===== config.mk =====
export PLATFORM = sky130hd
export DESIGN_NAME = sram_port_arbiter
export DESIGN_NICKNAME = d
export VERILOG_FILES = /design/src/rtl/sram_port_arbiter.sv
export SDC_FILE = /design/constraint.sdc
export NUM_CORES = 1
export LEC_CHECK = 0
export BUFFER_PORTS_ARGS = -buffer_cell sky130_fd_sc_hd__buf_4
export CAP_MARGIN = 20
export CORE_ASPECT_RATIO = 0.5
export CORE_MARGIN = 2
export CORE_UTILIZATION = 36
export DETAILED_ROUTE_END_ITERATION = 8
export HOLD_SLACK_MARGIN = 0.15
export PLACE_DENSITY = 0.93
export SLEW_MARGIN = 20
export SYNTH_ARGS = -nofsm -noshare
export SYNTH_HDL_FRONTEND = slang
export SYNTH_SLANG_ARGS = --single-unit

===== constraint.sdc =====
create_clock -name clk -period 2.7 [get_ports clk]
set_input_delay 0 -clock clk [delete_from_list [all_inputs] [get_ports clk]]
set_output_delay 0 -clock clk [all_outputs]
set_load 0.1 [all_outputs]

===== src/rtl/sram_port_arbiter.sv =====
// Two-requester round-robin arbiter in front of a single-port SRAM macro.
// Reads return one cycle after acceptance on a shared response bus tagged per requester.
module sram_port_arbiter #(
  parameter int ADDR_WIDTH = 5,
  parameter int DATA_WIDTH = 32,
  parameter int MASK_WIDTH = 4,
  parameter int CNT_WIDTH  = 16
) (
  input  logic                  clk,
  input  logic                  rst,
  input  logic                  en,
  input  logic                  r0_valid,
  output logic                  r0_ready,
  input  logic [ADDR_WIDTH-1:0] r0_addr,
  input  logic [DATA_WIDTH-1:0] r0_data,
  input  logic                  r0_we,
  input  logic [MASK_WIDTH-1:0] r0_wmask,
  output logic                  r0_rsp_valid,
  input  logic                  r1_valid,
  output logic                  r1_ready,
  input  logic [ADDR_WIDTH-1:0] r1_addr,
  input  logic [DATA_WIDTH-1:0] r1_data,
  input  logic                  r1_we,
  input  logic [MASK_WIDTH-1:0] r1_wmask,
  output logic                  r1_rsp_valid,
  output logic [DATA_WIDTH-1:0] rsp_data,
  output logic [ADDR_WIDTH-1:0] sram_addr,
  output logic [DATA_WIDTH-1:0] sram_din,
  output logic                  sram_we,
  output logic [MASK_WIDTH-1:0] sram_wmask,
  input  logic [DATA_WIDTH-1:0] sram_dout,
  output logic [CNT_WIDTH-1:0]  r0_grants,
  output logic [CNT_WIDTH-1:0]  r1_grants
);

  logic                 r_ptr;
  logic                 r_rsp_vld_p1;
  logic                 r_rsp_id_p1;
  logic [CNT_WIDTH-1:0] r_r0_grants;
  logic [CNT_WIDTH-1:0] r_r1_grants;

  logic w_ok;
  logic w_gnt0;
  logic w_gnt1;
  logic w_acc;
  logic w_rsp;

  function automatic logic [CNT_WIDTH-1:0] sat_inc(input logic [CNT_WIDTH-1:0] c);
    return (&c) ? c : c + CNT_WIDTH'(1);
  endfunction

  // Stage p0: grant decision and macro drive, all combinational in the acceptance cycle
  assign w_ok   = en & ~rst;
  assign w_gnt0 = w_ok & r0_valid & (~r1_valid | ~r_ptr);
  assign w_gnt1 = w_ok & r1_valid & (~r0_valid |  r_ptr);
  assign w_acc  = w_gnt0 | w_gnt1;

  assign r0_ready = w_gnt0;
  assign r1_ready = w_gnt1;

  always_comb begin
    sram_addr  = '0;
    sram_din   = '0;
    sram_we    = 1'b0;
    sram_wmask = '0;
    if (w_gnt0) begin
      sram_addr  = r0_addr;
      sram_din   = r0_data;
      sram_we    = r0_we;
      sram_wmask = r0_wmask;
    end else if (w_gnt1) begin
      sram_addr  = r1_addr;
      sram_din   = r1_data;
      sram_we    = r1_we;
      sram_wmask = r1_wmask;
    end
  end

  always_ff @(posedge clk) begin
    if (rst) begin
      r_ptr        <= 1'b0;
      r_rsp_vld_p1 <= 1'b0;
      r_rsp_id_p1  <= 1'b0;
      r_r0_grants  <= '0;
      r_r1_grants  <= '0;
    end else begin
      if (w_gnt0) begin
        r_ptr       <= 1'b1;
        r_r0_grants <= sat_inc(r_r0_grants);
      end else if (w_gnt1) begin
        r_ptr       <= 1'b0;
        r_r1_grants <= sat_inc(r_r1_grants);
      end
      r_rsp_vld_p1 <= w_acc & ~sram_we;
      r_rsp_id_p1  <= w_gnt1;
    end
  end

  // Stage p1: macro data returns; reset in this cycle drops the response
  assign w_rsp        = r_rsp_vld_p1 & ~rst;
  assign r0_rsp_valid = w_rsp & ~r_rsp_id_p1;
  assign r1_rsp_valid = w_rsp &  r_rsp_id_p1;
  assign rsp_data     = w_rsp ? sram_dout : '0;

  assign r0_grants = r_r0_grants;
  assign r1_grants = r_r1_grants;

endmodule

# Word level (Yosys, flattened, before mapping)
# Index checks and enable logic that the tools add are counted.
# totals
ff_bits,35
inputBits,121
out_inout_bits,110
wordCells,44
# op_classes
add_sub_neg,2
muxes,11
bitwise_logic,21
n_reduce_logical,5
# ops
cell,count
2-to-1 mux 32 bit,3
adder 16 x 1 -> 16 bit (second input constant),2
AND reduction 16 bit,2
2-to-1 mux 5 bit,2
bitwise AND 1 bit,9
NOT 1 bit,9
2-to-1 mux 4 bit,2
2-to-1 mux 1 bit,4
OR 1 bit,3
AND reduction 3 bit,1
AND reduction 2 bit,1
nonzero test 2 bit,1

# Logic depth before layout (Yosys ltp)
# Gate-level depths: netlist (run 1).
# logic_depth
ltp_word,8
mapped_depth,7
depth_no_buf,6

# Worst setup path after synthesis (run 1)
# OpenSTA, ideal clock, no wires.
# synth_path
path_kind,register to output
startpoint,reg r_ptr
endpoint,out sram_addr[0]
arrival_ns,2.771
required_ns,2.700
slack_ns,-0.071
path_stages_with_launch,6
n_path_buf,1
cell_sequence,dfxtp_1 -> nand2_1 -> nand3_1 -> inv_2 -> buf_1 -> a22o_1
# synth_via
elab_chain_len,4
word_cells_on_any_way,7
cone_classes,mux (2); bitwise (5)
# synth_lines
item,line,source
from (decl),36,logic r_ptr;
from (signal assigned),81,r_ptr <= 1'b0;
from (signal assigned),88,r_ptr <= 1'b1;
from (signal assigned),91,r_ptr <= 1'b0;
NOT 1 bit,54,assign w_gnt0 = w_ok & r0_valid & (~r1_valid | ~r_ptr);
OR 1 bit,54,
bitwise AND 1 bit,54,
net r0_ready,13,"output logic r0_ready,"
2-to-1 mux 5 bit,66,if (w_gnt0) begin
to (decl),27,"output logic [ADDR_WIDTH-1:0] sram_addr,"
# The timed path passes the listed nets, and every way through them passes these cells.

# Worst setup path in the final report (run 1)
# layout_path
startpoint,in rst
endpoint,out sram_din[23]
# layout_via
elab_chain_len,6
word_cells_on_any_way,8
cone_classes,mux (2); bitwise (6)
# layout_lines
item,line,source
from (decl),10,"input logic rst,"
NOT 1 bit (*),53,assign w_ok = en & ~rst;
bitwise AND 1 bit (*),53,
bitwise AND 1 bit (2 in series),55,assign w_gnt1 = w_ok & r1_valid & (~r0_valid | r_ptr);
2-to-1 mux 32 bit,71,end else if (w_gnt1) begin
2-to-1 mux 32 bit (*),66,
to (decl),28,"output logic [DATA_WIDTH-1:0] sram_din,"
# Mark *: on every way between the ends. The rest lies on a longest branch, timed or not.

==> results of run 1 <==
cell usage after synthesis (2+ instances only):
library cell,n,share of area
nand4_1,13,0.035
buf_1,10,0.016
inv_2,2,0.0033
o21ai_0,7,0.015
nor2b_1,6,0.016
and2_1,34,0.092
nor4_1,8,0.022
nand2_1,12,0.020
nor2_1,33,0.054
clkbuf_1,5,0.0081
nor3_1,8,0.017
inv_1,3,0.0049
xor2_1,2,0.0076
mux2i_1,2,0.0087
buf_2,2,0.0043
mux2_2,2,0.0098
a22o_1,42,0.16
ha_1,2,0.011
xnor2_1,19,0.072
nand3_1,10,0.022
or4_1,5,0.016
nand2b_1,3,0.0081
nor4b_1,4,0.015
a21oi_1,4,0.0087
dfxtp_1,35,0.30
metrics by stage:
step                setup WS (ns)  cell area [sq um]
global route               0.0601               4290
floorplan                 0.00103               2320
finish                      0.187               4290
CTS                         0.118               4290
global placement            0.565               4120
detailed placement          0.529               4120
worst max-delay path, cell delays in order:
cell,delay [ns]
dlygate4sd3_1,0.54
buf_4,0.26
and2b_1,0.30
nand3_1,0.33
inv_2,0.20
buf_6,0.32
a22o_1,0.23
buf_4,0.29
power by group through the flow:
| stage | Clock [uW] | Sequential [uW] | Combinational, uW |
|---|---|---|---|
| global placement | 0 | 536 | 573 |
| CTS | 547 | 525 | 582 |
| floorplan | 0 | 549 | 351 |
| finish | 545 | 525 | 583 |
| detailed placement | 0 | 536 | 577 |
| global route | 571 | 525 | 601 |
per-layer routing:
metal,share of wire,track usage
met1,0.38,0.324
met2,0.48,0.453
met3,0.085,0.0789
met4,0.044,0.146
met5,0.0015,0
logic make-up (layout without fill, tap and decap cells):
family | count (synthesis) | count (layout) | share of synthesized area
simple gates | 144 | 144 | 0.348
compound gates | 58 | 58 | 0.203
flops | 35 | 35 | 0.303
buf+inv | 22 | 251 | 0.0368
xor+xnor | 21 | 21 | 0.0796
mux | 4 | 4 | 0.0184
fa+ha+maj | 2 | 2 | 0.0108
path summary, 6_finish.rpt:
check | endpoint | slack, ns
worst min register to register | r_ptr | 0.49
worst max-delay path | sram_din[23] | 0.19
worst min-delay path | r_rsp_id_p1 | 0.17
worst max register to register | r0_grants[15] | 0.43
cell type report:
class	count	area [sq um]
clock inverter	1	5.00
tap	88	110
sequential	35	702
multi-input combinational	229	1520
inverter	5	18.8
fill	468	1840
timing repair buffer	238	1800
clock buffer	7	133
registers in the layout, indices dropped and copies added, names as in the netlist:
register / flops
r0_grants: 16
r1_grants: 16
r_ptr: 1
r_rsp_id_p1: 1
r_rsp_vld_p1: 1
timing repair:
item,in CTS,in global routing
resized for setup,0,1
buffers inserted,0,0
hold buffers,3,0
endpoints found under the setup margin,0,39
endpoints found under the hold margin,20,0
==> run metrics, run 1 <==
outcome completed; Post-synth EDFFs 0; Vias 3,153; ys flop type dfxtp_1; initial antenna violation count 1; antenna-violating nets left 0; Synth warnings 0; crit path DAT 2.51 ns; Final Power between 1500 and 2000 uW; first-pass GRT wire length around 15,000 um; largest net degree at the start of global routing 46; WHS Path Cells 4; Mapped Area 0.00231 sq mm; Core Region slightly above 0.006 sq mm; IO Pins 231; Switching Fraction 0.361; pwr/cell area 385 mW/mm^2; most common cell after layout, fill and taps aside buf_4; cts bufs inserted 5; sequential share of power 0.318; R2R depth 6; Die ar. 0.00711 sq mm; post-synthesis net count 409; CP startpoint kind primary input; number of diodes 0; first drt pass iteration count 4; Rel. slew slack 0.487; WL final 10,700 um; Root Driver clkbuf_16; register area share after synthesis 0.303; WHS between 0.15 and 0.2 ns; IO buf count 230; CP Class primary input to output pin; CTS tree done; worst skew pair latency between 0.2 and 0.3 ns; placer's final routability congestion estimate 0.860; Synth Area per Inst 8.08 sq um; Final nets between 600 and 700; Synth Instances 286; Comb power frac 0.352; P&R area growth vs syn 85.8%; Max-cap violations 0; DR WL/cell between 15 and 20 um; setup_tns 0 ns; Clock Power Share 0.330; Final Hold Vio Count 0; CTS Buffer Depth 2; switching power 597 uW; Max FO, Critical Path 45; worst hold start r1_valid; #FFs+latches synth 35; most frequent cells in the layout buf_4, a22o_1, and2_1, dfxtp_1, nor2_1; critical path data required time 2.70 ns; HP Class primary input to register; TritonCTS sink count 35; Achievable Freq 0.398 GHz; CP startpoint rst; post-route clock period utilization 0.931; row count 20; Remaining DRCs 0; GRT Util Overall 0.271; Worst Clk Skew 0.00273 ns; RSZ-0062 raised after global routing false; Pint approximately 1100 uW; H-tree depth 2; Final Critical Period 2.51 ns; Die W 117 um; Netlist cell types 38; Reg clk slew, reported paths 0.05 ns; Initial Utilization 0.377; worst slew pin tran 0.762 ns; kind of end point of the critical path output pin; Peak VDD IR 0.282 mV; share of cells above drive strength 1 0.489; Placed Cells 592; number of global-route vias before repair 2,948; die height 60.6 um; hpwl dp 8270 um; Slew Limit Fails 0; via/cell ratio around 5.2; Cell Count, Final, Fillers Out 603; drt first-iter violations 230; Util after Layout 0.700; Leakage Power a little over 0.002 uW; total congestion overflow 0; reg-to-reg startpoint r0_grants[0]; Async S/R FF share, synth 0; setup violators final 0
Note: power is estimated with default switching activity, not from simulation.
==> inputs of run 2 (changes only) <==
--- a/config.mk
+++ b/config.mk
@@ -5,14 +5,15 @@
 export SDC_FILE = /design/constraint.sdc
 export NUM_CORES = 1
 export LEC_CHECK = 0
+export ABC_AREA = 1
 export BUFFER_PORTS_ARGS = -buffer_cell sky130_fd_sc_hd__buf_4
 export CAP_MARGIN = 20
 export CORE_ASPECT_RATIO = 0.5
 export CORE_MARGIN = 2
-export CORE_UTILIZATION = 36
+export CORE_UTILIZATION = 39
 export DETAILED_ROUTE_END_ITERATION = 8
 export HOLD_SLACK_MARGIN = 0.15
-export PLACE_DENSITY = 0.93
+export PLACE_DENSITY = 0.94
 export SLEW_MARGIN = 20
 export SYNTH_ARGS = -nofsm -noshare
 export SYNTH_HDL_FRONTEND = slang
==> run metrics, run 2 <==
Slew Limit Fails 0 (unchanged); worst slew pin tran 0.505 ns (-0.257 ns); Remaining DRCs 0 (unchanged); kind of end point of the critical path register; first drt pass iteration count 7 (+3); setup violators final 0 (unchanged); CP Class primary input to register; RSZ-0062 raised after global routing false; Synth Area per Inst 5.97 sq um (-26%); Initial Utilization 0.404 (+0.0268); pwr/cell area 384 mW/mm^2 (-0.30%); most frequent cells in the layout buf_4, nor2_1, nand2_1; Die ar. 0.00766 sq mm (+7.6%); largest net degree at the start of global routing 47 (+2.2%); Synth Instances 453 (+58%); Final Critical Period 2.29 ns (-0.219 ns); row count 21 (+5.0%); Synth warnings 0 (unchanged); die height 62.9 um (+3.7%); GRT Util Overall 0.277 (+0.00595); Async S/R FF share, synth 0 (unchanged); hpwl dp 9090 um (+9.9%); CTS Buffer Depth 2 (unchanged); cell with the most instances after synthesis nor2_1; crit path DAT 2.45 ns (-0.06 ns); Vias 3,851 (+22%); register area share after synthesis 0.259 (-0.0442); number of diodes 0 (unchanged); final instance area 0.00465 sq mm (+8.3%); CP startpoint kind primary input; Final Power 1790 uW (+8.0%); total congestion overflow 0 (unchanged); IO buf count 230 (unchanged); Reg clk slew, reported paths 0.05 ns (about the same); Post-synth top cells nor2_1, nand2_1, inv_1, a22o_1; ys flop type dfxtp_1; most common cell after layout, fill and taps aside buf_4; setup_tns 0 ns (unchanged); H-tree depth 2 (unchanged); area leader, netlist dfxtp_1; number of global-route vias before repair 3,463 (+17%); Leakage Power 0.00253 uW (+24%); Area after DPL 0.00445 sq mm (+7.9%); share of the synthesized area in the top cell type 0.259 (-0.0442); outcome completed; IO Pins 231 (unchanged); #FFs+latches synth 35 (unchanged); WL final 11,300 um (+5.9%); Worst Clk Skew 0.00429 ns (+0.00156 ns); Mapped Area 0.00270 sq mm (+17%); Core Region 0.00670 sq mm (+9.3%); fill count 591 (+26%); Util after Layout 0.694 (-0.00624); placer's final routability congestion estimate 0.899 (+4.5%); Rel. slew slack 0.663 (+0.176); Setup Fix Bufs, Post-CTS 0 (unchanged); cts bufs inserted 5 (unchanged); antenna-violating nets left 0 (unchanged); CTS tree done; Max-cap violations 0 (unchanged); Final nets 803 (+26%); post-CTS sizing 0 (unchanged); critical path data required time 2.86 ns (+0.16 ns); via/cell ratio 4.98 (-4.7%); post-synthesis net count 576 (+41%); Post-synth EDFFs 0 (unchanged); Netlist cell types 25 (-34%); Peak VDD IR 0.205 mV (-27%); drt first-iter violations 236 (+2.6%); Achievable Freq 0.436 GHz (+9.6%); Max FO, Critical Path 46 (+2.2%); worst skew pair latency 0.28 ns (about the same); first-pass GRT wire length 17,100 um (+17%); largest cells by area after synthesis dfxtp_1, nor2_1, a22o_1; Die W 122 um (+3.8%); DR WL/cell 14.6 um (-17%); post-route clock period utilization 0.850 (-0.0812); Final Hold Vio Count 0 (unchanged); HP Class primary input to register; Root Driver clkbuf_16; initial antenna violation count 0 (-1); P&R area growth vs syn 71.9%; WHS 0.191 ns (+0.0189 ns); TritonCTS sink count 35 (unchanged); share of cells above drive strength 1 0.374 (-0.115)
run 2: cell count changes in the layout (fill, tap and decap cells not counted), moves of 8 or more:
cell / previous run / this run
nand4_1: 13 / 5
nor2_1: 33 / 109
a21oi_1: 4 / 23
nor4_1: 8 / 0
nand2_1: 12 / 89
inv_1: 3 / 74
nand3_1: 10 / 35
xnor2_1: 19 / 0
and2_1: 34 / 0
run 2: per-layer routing:
| layer | vias up | global-route usage | routed length (um) |
|---|---|---|---|
| met1 | 1769 | 0.358 | 4710 |
| met4 | 0 | 0.0733 | 201 |
| met2 | 169 | 0.484 | 5590 |
| li1 | 1895 | - | - |
| met3 | 18 | 0.0401 | 791 |
| met5 | - | 0 | 0 |
run 2: area by class of cell:
class                   instances  area (sq um)  share of cell area
inverters                      76           288              0.0619
well taps                      92           115              0.0248
repair buffers                239          1810               0.389
clock inverters                 2          12.5             0.00269
flip-flops and latches         35           701               0.151
multi-input cells             323          1590               0.343
clock buffers                   6           129              0.0277
run 2: logic make-up (layout without fill, tap and decap cells):
| kind of cell | Yosys count | count (layout) | share of synthesized area |
|---|---|---|---|
| AO/OA/AOI/OAI | 70 | 70 | 0.190 |
| buffers and inverters | 95 | 323 | 0.154 |
| AND/OR/NAND/NOR | 251 | 251 | 0.388 |
| flip-flops | 35 | 35 | 0.259 |
| adder cells (fa/ha/maj) | 2 | 2 | 0.00925 |
run 2: critical path: stages:
cell and delay (ns):
dlygate4sd3_1 0.54, buf_4 0.16, nor2_2 0.29, nand2_4 0.17
inv_4 0.40, a22o_1 0.26, dlygate4sd3_1 0.57, a21oi_1 0.05
run 2: what timing repair did:
item / 4_1_cts / 5_1_grt
hold buffers: 6 / 0
hold endpoints to repair: 4 / 0
endpoints found under the setup margin: 0 / 0
run 2: final timing paths:
path / cells after the start / slack, ns / to / start
worst max-delay path: 8 / 0.41 / r_rsp_vld_p1 / rst
worst min-delay path: 4 / 0.19 / r_rsp_vld_p1 / r0_valid
worst max register to register: 6 / 0.53 / r_rsp_vld_p1 / r_ptr
worst min register to register: 2 / 0.51 / r_ptr / r_ptr
run 2: where the power goes:
part / switching [uW] / total [uW] / internal [uW]
registers: 7.02 / 531 / 524
clock network: 211 / 551 / 340
logic: 488 / 704 / 216
total: 705 / 1790 / 1080
run 2: metrics by stage:
stage | setup WS (ns) | std cells
5_1_grt | 0.326 | 773
4_1_cts | 0.426 | 773
2_1_floorplan | 0.442 | 453
3_5_place_dp | 0.866 | 759
6_report | 0.406 | 773
3_3_place_gp | 0.925 | 759
==> inputs of run 3 (changes only) <==
--- a/config.mk
+++ b/config.mk
@@ -10,10 +10,10 @@
 export CAP_MARGIN = 20
 export CORE_ASPECT_RATIO = 0.5
 export CORE_MARGIN = 2
-export CORE_UTILIZATION = 39
+export CORE_UTILIZATION = 35
 export DETAILED_ROUTE_END_ITERATION = 8
 export HOLD_SLACK_MARGIN = 0.15
-export PLACE_DENSITY = 0.94
+export PLACE_DENSITY = 0.89
 export SLEW_MARGIN = 20
 export SYNTH_ARGS = -nofsm -noshare
 export SYNTH_HDL_FRONTEND = slang
==> constraint.sdc (replaced) <==
create_clock -name clk -period 2.1 [get_ports clk]
set_input_delay 0 -clock clk [delete_from_list [all_inputs] [get_ports clk]]
set_output_delay 0 -clock clk [all_outputs]
set_load 0.1 [all_outputs]
==> run metrics, run 3 (synthesized netlist as in run 2, its figures left out) <==
hpwl dp 8770 um (-3.5%); Final Critical Period 2.00 ns; CP delay by family, top buffers and inverters; first-pass GRT wire length 17,100 um (-0.29%); cells along the critical path dlygate4sd3_1, buf_4, nor2_2, nand2_4, inv_6, a22o_1, buf_4; Final Power 2450 uW (+37%); CP max stage cell dlygate4sd3_1; total congestion overflow 0 (unchanged); sequential share of power 0.279 (-0.018); initial antenna violation count 0 (unchanged); row count 22 (+4.8%); WL final 11,400 um (+1.2%); critical path data required time 2.10 ns (-0.76 ns); DR WL/cell 14.7 um (+0.42%); CP Class primary input to output pin; most frequent cells in the layout buf_4, nor2_1, nand2_1; Peak VDD IR 0.339 mV (+65%); crit path DAT 2.00 ns (-0.45 ns); Clock Power Share 0.349 (+0.041); Switching Fraction 0.381 (-0.0144); switching power 932 uW (+32%); WP buf/inv 4 (unchanged); RSZ-0062 raised after global routing false; Util after Layout 0.638 (-0.0553); Most Frequent Cell on Critical Path buf_4; post-route clock period utilization 0.953; CP startpoint kind primary input; Max FO, Critical Path 46 (unchanged); CTS Buffer Depth 2 (unchanged); worst skew pair latency 0.28 ns (about the same); Placed Cells 765 (+0.79%); placer's final routability congestion estimate 0.880 (-2.0%); Setup WS pre-CTS 0.388 ns (-0.478 ns); setup violators final 0 (unchanged); Rel. slew slack 0.666 (+0.00388); kind of end point of the critical path output pin; Vias 3,790 (-1.6%); Final Worst Setup Slack 0.0989 ns (-0.307 ns); Reg clk slew, reported paths 0.06 ns (about the same); via/cell ratio 4.87 (-2.3%); largest net degree at the start of global routing 47 (unchanged); Die ar. 0.00849 sq mm (+11%); GRT Util Overall 0.253 (-0.0239); Achievable Freq ~0.5 GHz; Core Region 0.00740 sq mm (+11%); Leakage Power 0.00256 uW (+1.3%); Die W 128 um (+5.4%); Slew Limit Fails 0 (unchanged); setup_tns 0 ns (unchanged); most common cell after layout, fill and taps aside buf_4; antenna-violating nets left 0 (unchanged); first drt pass iteration count 5 (-2); delay of the slowest critical-path stage 0.56 ns (about the same); pwr/cell area 518 mW/mm^2 (+35%); Remaining DRCs 0 (unchanged); outcome completed; cts bufs inserted 5 (unchanged); TritonCTS sink count 35 (unchanged); Max-cap violations 0 (unchanged); Pint 1520 uW (+40%); number of diodes 0 (unchanged); die height 66.2 um (+5.2%); Initial Utilization 0.365 (-0.0384); Final nets 805 (+0.25%); P&R area growth vs syn 74.8%; share of cells above drive strength 1 0.397 (+0.0223); HP Class primary input to register; drt first-iter violations 230 (-2.5%); Setup Fix Bufs, Post-CTS 0 (unchanged); worst slew pin tran 0.499 ns (-0.00581 ns); IO Pins 231 (unchanged); IO buf count 230 (unchanged); number of global-route vias before repair 3,465 (+0.058%); Root Driver clkbuf_16; Worst Clk Skew 0.00396 ns (-0.000335 ns); H-tree depth 2 (unchanged); CTS tree done; Cell Count, Final, Fillers Out 779 (+0.78%); Final Hold Vio Count 0 (unchanged); Comb power frac 0.372 (-0.022)
[run 3: cell type report]
cell class                 instances  area [sq um]
tap                               96           120
clock inverter                     3          43.8
sequential                        35           706
clock buffer                       5           125
timing repair buffer             241          1840
fill                             631          2680
inverter                          76           290
multi-input combinational        323          1600
[run 3: metal layers]
layer | part of all wire | track usage | up-vias
li1 | - | - | 1902
met1 | 0.44 | 0.329 | 1749
met2 | 0.49 | 0.444 | 122
met3 | 0.057 | 0.0388 | 17
met4 | 0.015 | 0.0632 | 0
met5 | 0 | 0 | -
[run 3: power groups by stage]
stage	clock (uW)	sequential, uW	combinational (uW)
final	855	683	910
after detailed placement	0	697	894
after global routing	890	684	943
after CTS	857	683	906
after floorplan	0	734	557
after global placement	0	696	887
[run 3: worst paths after layout]
| path | startpoint | to | slack, ns | depth (start not counted) |
|---|---|---|---|---|
| setup / recovery | rst | sram_we | 0.1 | 7 |
| hold / removal | r0_valid | r_rsp_vld_p1 | 0.18 | 4 |
| setup reg to reg | r_ptr | r0_grants[15] | 0.43 | 8 |
| hold reg to reg | r0_grants[1] | r0_grants[1] | 0.52 | 2 |
[run 3: per-stage QoR]
step	hold slack, ns	instance area, sq um
global route	0.211	4730
detailed placement	0.199	4490
finish	0.184	4730
floorplan	0.0642	2720
CTS	0.164	4720
global placement	0.195	4490
[run 3: timing repair]
action / in CTS / in global routing
endpoints found under the hold margin: 4 / 0
resized for setup: 0 / 1
hold buffers: 6 / 0
endpoints found under the setup margin: 0 / 40
[run 3: worst register-to-register path: stages, from the launching register on]
cell and delay (ns):
dfxtp_1 0.32, a21oi_2 0.25, nand2_4 0.16, inv_6 0.32
nand2_2 0.15, nor2_1 0.16, nand3_1 0.09, nand2_1 0.06
nor2_1 0.04
